==> config.mk <==
export PLATFORM = sky130hd
export DESIGN_NAME = skid_buffer_pipe
export DESIGN_NICKNAME = d
export VERILOG_FILES = /design/src/rtl/skid_buffer_pipe.sv
export SDC_FILE = /design/constraint.sdc
export NUM_CORES = 1
export LEC_CHECK = 0
export ABC_AREA = 1
export CAP_MARGIN = 20
export CORE_MARGIN = 2
export CORE_UTILIZATION = 42
export CTS_CLUSTER_DIAMETER = 30
export DETAILED_ROUTE_END_ITERATION = 8
export PLACE_DENSITY = 0.71
export SLEW_MARGIN = 25
export SYNTH_ARGS = -nofsm -noshare
export SYNTH_HDL_FRONTEND = slang
export SYNTH_SLANG_ARGS = --single-unit
==> constraint.sdc <==
create_clock -name clk -period 1.6 [get_ports clk]
set_input_delay 0.32 -clock clk [delete_from_list [all_inputs] [get_ports clk]]
set_output_delay 0.32 -clock clk [all_outputs]
set_load 0.05 [all_outputs]
==> src/rtl/skid_buffer_pipe.sv <==
// Valid/ready skid buffer between a producer and a consumer: bypass (REG_OUT=0) or fully
// registered (REG_OUT=1) output, with synchronous flush, occupancy and a saturating stall counter.
module skid_buffer_pipe #(
  parameter int unsigned DATA_W  = 8,
  parameter int unsigned REG_OUT = 1,
  parameter int unsigned CNT_W   = 16
) (
  input  logic              clk,
  input  logic              reset,
  input  logic              flush_i,
  input  logic              i_valid_i,
  input  logic [DATA_W-1:0] i_data_i,
  output logic              i_ready_o,
  output logic              e_valid_o,
  output logic [DATA_W-1:0] e_data_o,
  input  logic              e_ready_i,
  output logic [1:0]        count_o,
  output logic [CNT_W-1:0]  stall_cnt_o
);

  localparam logic [CNT_W-1:0] STALL_MAX = '1;

  logic              r_skid_valid;
  logic [DATA_W-1:0] r_skid_data;
  logic [CNT_W-1:0]  r_stall_cnt;
  logic              w_in_xfer;
  logic              w_stall;

  assign i_ready_o = ~r_skid_valid;
  assign w_in_xfer = i_valid_i & ~r_skid_valid;
  assign w_stall   = e_valid_o & ~e_ready_i;

  generate
    if (REG_OUT == 0) begin : g_bypass
      // Skid catches a word only when the consumer refuses it in the cycle it arrives.
      always_ff @(posedge clk or negedge reset) begin
        if (!reset) begin
          r_skid_valid <= 1'b0;
          r_skid_data  <= '0;
        end else if (flush_i || e_ready_i) begin
          r_skid_valid <= 1'b0;
        end else if (w_in_xfer) begin
          r_skid_valid <= 1'b1;
          r_skid_data  <= i_data_i;
        end
      end

      assign e_valid_o = r_skid_valid | i_valid_i;
      assign e_data_o  = r_skid_valid ? r_skid_data : i_data_i;
      assign count_o   = {1'b0, r_skid_valid};
    end else begin : g_reg
      logic              r_out_valid;
      logic [DATA_W-1:0] r_out_data;
      logic              w_out_load;

      assign w_out_load = ~r_out_valid | e_ready_i;

      // Output register refills from the skid first so words keep arrival order.
      always_ff @(posedge clk or negedge reset) begin
        if (!reset) begin
          r_out_valid  <= 1'b0;
          r_out_data   <= '0;
          r_skid_valid <= 1'b0;
          r_skid_data  <= '0;
        end else if (flush_i) begin
          r_out_valid  <= 1'b0;
          r_skid_valid <= 1'b0;
        end else if (w_out_load) begin
          if (r_skid_valid) begin
            r_out_valid  <= 1'b1;
            r_out_data   <= r_skid_data;
            r_skid_valid <= 1'b0;
          end else if (w_in_xfer) begin
            r_out_valid <= 1'b1;
            r_out_data  <= i_data_i;
          end else begin
            r_out_valid <= 1'b0;
          end
        end else if (w_in_xfer) begin
          r_skid_valid <= 1'b1;
          r_skid_data  <= i_data_i;
        end
      end

      assign e_valid_o = r_out_valid;
      assign e_data_o  = r_out_data;
      assign count_o   = {1'b0, r_out_valid} + {1'b0, r_skid_valid};
    end
  endgenerate

  // Stall counter survives flush; only reset clears it.
  always_ff @(posedge clk or negedge reset) begin
    if (!reset) begin
      r_stall_cnt <= '0;
    end else if (w_stall && (r_stall_cnt != STALL_MAX)) begin
      r_stall_cnt <= r_stall_cnt + CNT_W'(1);
    end
  end

  assign stall_cnt_o = r_stall_cnt;

endmodule

==> results of run 1 <==
routing by layer:
layer / GRT usage / vias to the layer above / routed length, um
met3: 0.0349 / 4 / 187
li1: - / 841 / -
met5: 0 / - / 0
met4: 0.0458 / 0 / 14
met1: 0.219 / 701 / 1710
met2: 0.267 / 45 / 1720
layout make-up:
class                   instances  area share
inverters                      26      0.0376
multi-input cells             166       0.313
clock buffers                   7      0.0328
well taps                      50      0.0238
flip-flops and latches         34       0.325
repair buffers                 55       0.268
synthesized netlist by cell type:
cell type / number
nand2_1: 81
dfrtp_1: 34
inv_1: 24
nor2_1: 22
o21ai_0: 22
o21ai_2: 11
nand3_1: 6
nand4_1: 5
nor2_2: 4
xnor2_1: 4
a21oi_1: 2
buf_6: 2
ha_1: 2
xor2_1: 2
buf_2: 1
clkbuf_1: 1
clkinv_1: 1
inv_2: 1
nand2_2: 1
nand2_4: 1
nand3_2: 1
nor2_4: 1
o21ai_1: 1
metrics by stage:
step / TNS [ns] / worst slack [ns] / power [mW]
2_1_floorplan: 0 / 0.0204 / 1.75
3_3_place_gp: -0.608 / -0.0752 / 2.27
3_5_place_dp: -1.06 / -0.0901 / 2.30
4_1_cts: 0 / 0.0858 / 2.93
5_1_grt: 0 / 0.00326 / 3.05
6_report: 0 / 0.102 / 2.90
cells by family (layout without fill, tap and decap cells):
group                      Yosys count  in the layout  share of synthesized area
AOI/OAI and AO/OA                   36             36                      0.124
xor gates and xnor gates             6              6                     0.0293
DFF                                 34             34                      0.475
adders and majority gates            2              2                     0.0140
and+or+nand+nor                    122            122                      0.286
buffers and inverters               30             88                     0.0720
state kept, by name, indices dropped and copies added, names as in the netlist:
name,count
stall_cnt_o,16
e_data_o,8
r_skid_data,8
e_valid_o,1
r_skid_valid,1
how the worst max path moves through the flow:
| stage | start | endpoint | slack, ns |
|---|---|---|---|
| 6_report | e_valid_o$_DFFE_PN0N_ | count_o[0] | 0.10 |
| 5_1_grt | stall_cnt_o[6]$_DFFE_PN0P_ | stall_cnt_o[5]$_DFFE_PN0P_ | 0.003 |
| 3_3_place_gp | e_ready_i | r_skid_data[6]$_DFFE_PN0P_ | -0.08 |
| 4_1_cts | e_valid_o$_DFFE_PN0N_ | count_o[0] | 0.09 |
| 3_5_place_dp | e_ready_i | r_skid_data[7]$_DFFE_PN0P_ | -0.09 |
| 2_1_floorplan | stall_cnt_o[6]$_DFFE_PN0P_ | stall_cnt_o[7]$_DFFE_PN0P_ | 0.02 |
where the power goes:
part           internal, mW  leakage (nW)  switching (mW)
sequential             1.00         0.435           0.131
combinational         0.494         0.738           0.645
clock                 0.341        0.0443           0.284
total                  1.84          1.22            1.06
repair_timing:
item,CTS,global route
hold endpoints to repair,0,0
buffers inserted,0,0
setup endpoints to repair,1,0
gates resized for setup,1,0
==> metrics.txt, run 1 <==
CP max stage delay=0.41 ns; cts hold-fix bufs=0; Leak Pwr=1.22 nW; clk root buf=clkbuf_8; Tot GR Track Use=0.163; Worst Path Buf+Inv=1; peak supply drop=0.604 mV; total clock sinks=34; DRC viols=0; r2r worst-path depth=7; multi-input gate area in the final layout=823 um^2; first-iteration detailed-routing DRC count=118; Mean Syn Cell Area=7.78 um^2; r2r setup slk=0.15 ns; initial antenna violation count=0; die width=69.3 um; fill count=326; Layout area overhead=47.0%; cells after synthesis=230; Final Hold Fails=0; Max-slew headroom=0.745; clock-pin slew on the worst setup and hold paths=0.07 ns; Finished Core Util=0.648; area of the core=4060 um^2; Initial Util=0.441; crit path max-delay cell type=dfrtp_2; Finished Layout Cells=338; Yosys top cell area share=0.475; fin nets=303; Critical Path Stages=2; Worst Setup Start Kind=register; reg2reg start=stall_cnt_o[2]$_DFFE_PN0P_; Final min period=1.50 ns; GR Overflow Total=0; drt wl/cell=10.8 um; Worst setup EP type=primary output; register area=855 um^2; RSZ-0062 raised after global routing=false; Max-cap violations=0; Post-Synthesis Cell Area=1790 um^2; routed vias=1591; sequential fraction of the synthesis area=0.475; CTS H-tree lvls=2; syn nets=245; die area=4800 um^2; first-pass GRT wire length=6.35 mm; largest net degree at the start of global routing=35; cell taking the most area after synthesis=dfrtp_1; Pre-antenna DRT Iters=4; most frequent cells in the layout=nand2_1, dfrtp_1, inv_1; Crit Path Class=reg2out; dpl cells=331; post-route cell area=2630 um^2; layout cell share with drive strength beyond 1=0.257; Routed Antenna Nets=0; Max Buffers Root-to-Sink=2; CTS buffer count=5; Pwr per Cell Area=1100 nW/um^2; Max Slew Vio Count=0; Tcrit/Tclk final=0.936; IO Count=41; Critical Path RT=1.28 ns; TritonCTS clock tree=done; Final Hold Slack=0.417 ns; clk_skew=0.00914 ns; I/O Buffers=40; Ant. Diodes=0; Synth cell types=23; final setup fails=0; post-placement cell area=2540 um^2; Clk Latency, worst-skew pair=0.28 ns; worst slew pin tran=0.382 ns; Hold WC Path Type=in2async; number of global-route vias before repair=1443; FP Rows=23; most common cell after layout, fill and taps aside=nand2_1; reg-to-reg endpoint=stall_cnt_o[15]$_DFFE_PN0P_; HPWL after DPL=2.79 mm; delay-heaviest family, CP=flip-flops; WL final=3.63 mm; worst path cell trace=ha_1 -> buf_12; #FFs+latches synth=34; status=finished clean; GPL Wtd Cong=0.799; Synth area leaders=dfrtp_1, nand2_1, o21ai_0, o21ai_2, inv_1; CP max FO=3; detail-routed via count per cell=4.71; Ys Warns=0; Chip Height=69.3 um; max frequency=0.668 GHz; Arrival @ worst endpoint=1.18 ns
Note: power is estimated with default switching activity, not from simulation.
==> run 2: changes to the inputs <==
==> constraint.sdc (replaced) <==
create_clock -name clk -period 1.5 [get_ports clk]
set_input_delay 0.3 -clock clk [delete_from_list [all_inputs] [get_ports clk]]
set_output_delay 0.3 -clock clk [all_outputs]
set_load 0.05 [all_outputs]
==> metrics.txt, run 2 (synthesis results as in run 1) <==
Largest register FFs=16 (unchanged); GR Overflow Total=0 (unchanged); max frequency=0.695 GHz; Finished Core Util=0.713 (+0.0648); layout cell share with drive strength beyond 1=0.338 (+0.0809); final setup fails=0 (unchanged); CP max FO=3 (unchanged); switching share of power=0.340 (-0.0252); I/O Buffers=40 (unchanged); r2r setup slk=0.08 ns (-0.07 ns); crit path max-delay cell type=dfrtp_2; die area=4800 um^2 (unchanged); Worst Path Buf+Inv=1 (unchanged); final total power=3.64 mW (+26%); Max Buffers Root-to-Sink=2 (unchanged); setup TNS=0 ns (unchanged); Finished Layout Cells=346 (+2.4%); GPL Wtd Cong=0.800 (+0.18%); clock power share=0.279 (+0.063); peak supply drop=0.769 mV (+27%); routed vias=1743 (+9.6%); initial antenna violation count=0 (unchanged); TritonCTS clock tree=done; Max-slew headroom=0.821 (+0.0765); Tcrit/Tclk final=0.960; FP Rows=23 (unchanged); Crit Path Class=reg2out; Leak Pwr=1.30 nW (+6.9%); Tot GR Track Use=0.191 (+0.0277); total net switching power=1.24 mW (+17%); Critical Path RT=1.20 ns (-0.08 ns); drt wl/cell=12.7 um (+18%); total clock sinks=34 (unchanged); Final Hold Fails=0 (unchanged); area of the core=4060 um^2 (unchanged); Routed Antenna Nets=0 (unchanged); Arrival @ worst endpoint=1.14 ns (-0.04 ns); clk_skew=0.00616 ns (-0.00298 ns); clock-pin slew on the worst setup and hold paths=0.07 ns (about the same); Final min period=1.44 ns; most frequent cells in the layout=nand2_1, buf_12, dfrtp_1; delay-heaviest family, CP=flip-flops; Worst Setup Start Kind=register; Pre-antenna DRT Iters=4 (unchanged); first-pass GRT wire length=7.42 mm (+17%); IO Count=41 (unchanged); Ant. Diodes=0 (unchanged); Clk Latency, worst-skew pair=0.28 ns (about the same); reg-to-reg endpoint=stall_cnt_o[9]$_DFFE_PN0P_; number of global-route vias before repair=1739 (+21%); r2r worst-path depth=9 (+2); Worst setup EP type=primary output; Max-cap violations=0 (unchanged); HPWL after DPL=3.22 mm (+16%); Initial Util=0.441 (unchanged); clk root buf=clkbuf_8; part of the power in combinational logic=0.384 (-0.009); status=finished clean; cts hold-fix bufs=0 (unchanged); Layout area overhead=61.6%; Chip Height=69.3 um (unchanged); DRC viols=0 (unchanged); CP max stage delay=0.45 ns (+0.04 ns); Final Hold Slack=0.381 ns (-0.0365 ns); CTS buffer count=5 (unchanged); largest net degree at the start of global routing=35 (unchanged); Max Slew Vio Count=0 (unchanged); most common cell after layout, fill and taps aside=nand2_1; Pwr per Cell Area=1260 nW/um^2 (+14%); Pint=2.40 mW (+31%); die width=69.3 um (unchanged); first-iteration detailed-routing DRC count=139 (+18%); Hold WC Path Type=in2async; dpl cells=336 (+1.5%); worst path cell trace=ha_4 -> buf_12; fill count=308 (-5.5%); detail-routed via count per cell=5.04 (+7.0%); WL final=4.41 mm (+21%); reg2reg start=stall_cnt_o[0]$_DFFE_PN0P_; worst slew pin tran=0.267 ns (-0.115 ns); CTS H-tree lvls=2 (unchanged); Flop pwr share=0.337 (-0.055); fin nets=310 (+2.3%)
-- run 2: cell count changes in the layout (fill, tap and decap cells not counted), sizes merged --
cell	change
buf	+6
bufinv	+2
clkbuf	-2
clkinv	+1
nand2	+1
-- run 2: area by class of cell --
cell class | count | area [um^2] | share of cell area
tap | 50 | 62.6 | 0.0216
sequential | 34 | 863 | 0.298
timing repair buffer | 61 | 863 | 0.298
inverter | 26 | 103 | 0.0355
multi-input combinational | 167 | 865 | 0.299
clock inverter | 3 | 68.8 | 0.0238
clock buffer | 5 | 68.8 | 0.0238
-- run 2: through the flow --
| step | worst slack (ns) | cell area (um^2) |
|---|---|---|
| 2_1_floorplan | -0.0612 | 1820 |
| 3_3_place_gp | -0.107 | 2700 |
| 3_5_place_dp | -0.151 | 2700 |
| 4_1_cts | 0.00954 | 2860 |
| 5_1_grt | -0.0513 | 2890 |
| 6_report | 0.0603 | 2890 |
-- run 2: how the worst max path moves through the flow --
| stage | from | endpoint | slack [ns] | depth (start not counted) |
|---|---|---|---|---|
| floorplan | stall_cnt_o[0]$_DFFE_PN0P_ | stall_cnt_o[13]$_DFFE_PN0P_ | -0.06 | 9 |
| global route | stall_cnt_o[0]$_DFFE_PN0P_ | stall_cnt_o[13]$_DFFE_PN0P_ | -0.05 | 8 |
| global placement | e_ready_i | stall_cnt_o[10]$_DFFE_PN0P_ | -0.11 | 7 |
| detailed placement | i_valid_i | e_data_o[2]$_DFFE_PN0P_ | -0.15 | 7 |
| finish | r_skid_valid$_DFFE_PN0P_ | count_o[0] | 0.06 | 2 |
| CTS | stall_cnt_o[1]$_DFFE_PN0P_ | stall_cnt_o[10]$_DFFE_PN0P_ | 0.01 | 8 |
-- run 2: what timing repair did --
action | in CTS | in global routing
resized for setup | 3 | 10
pin swaps | 0 | 4
buffers inserted | 0 | 1
gates cloned | 0 | 1
setup endpoints to repair | 2 | 20
-- run 2: layer usage --
layer	vias up	track usage	wire (um)
met5	-	0	0
met4	0	0.0675	94
met3	11	0.0451	208
met2	50	0.332	2330
met1	827	0.230	1780
li1	855	-	-
-- run 2: power by group through the flow --
stage / Clock (mW) / Sequential [mW] / Combinational (mW)
after floorplan: 0 / 1.57 / 0.309
after global placement: 0 / 1.23 / 1.34
after detailed placement: 0 / 1.24 / 1.38
after CTS: 1.03 / 1.22 / 1.39
after global routing: 1.08 / 1.24 / 1.48
final: 1.01 / 1.23 / 1.40
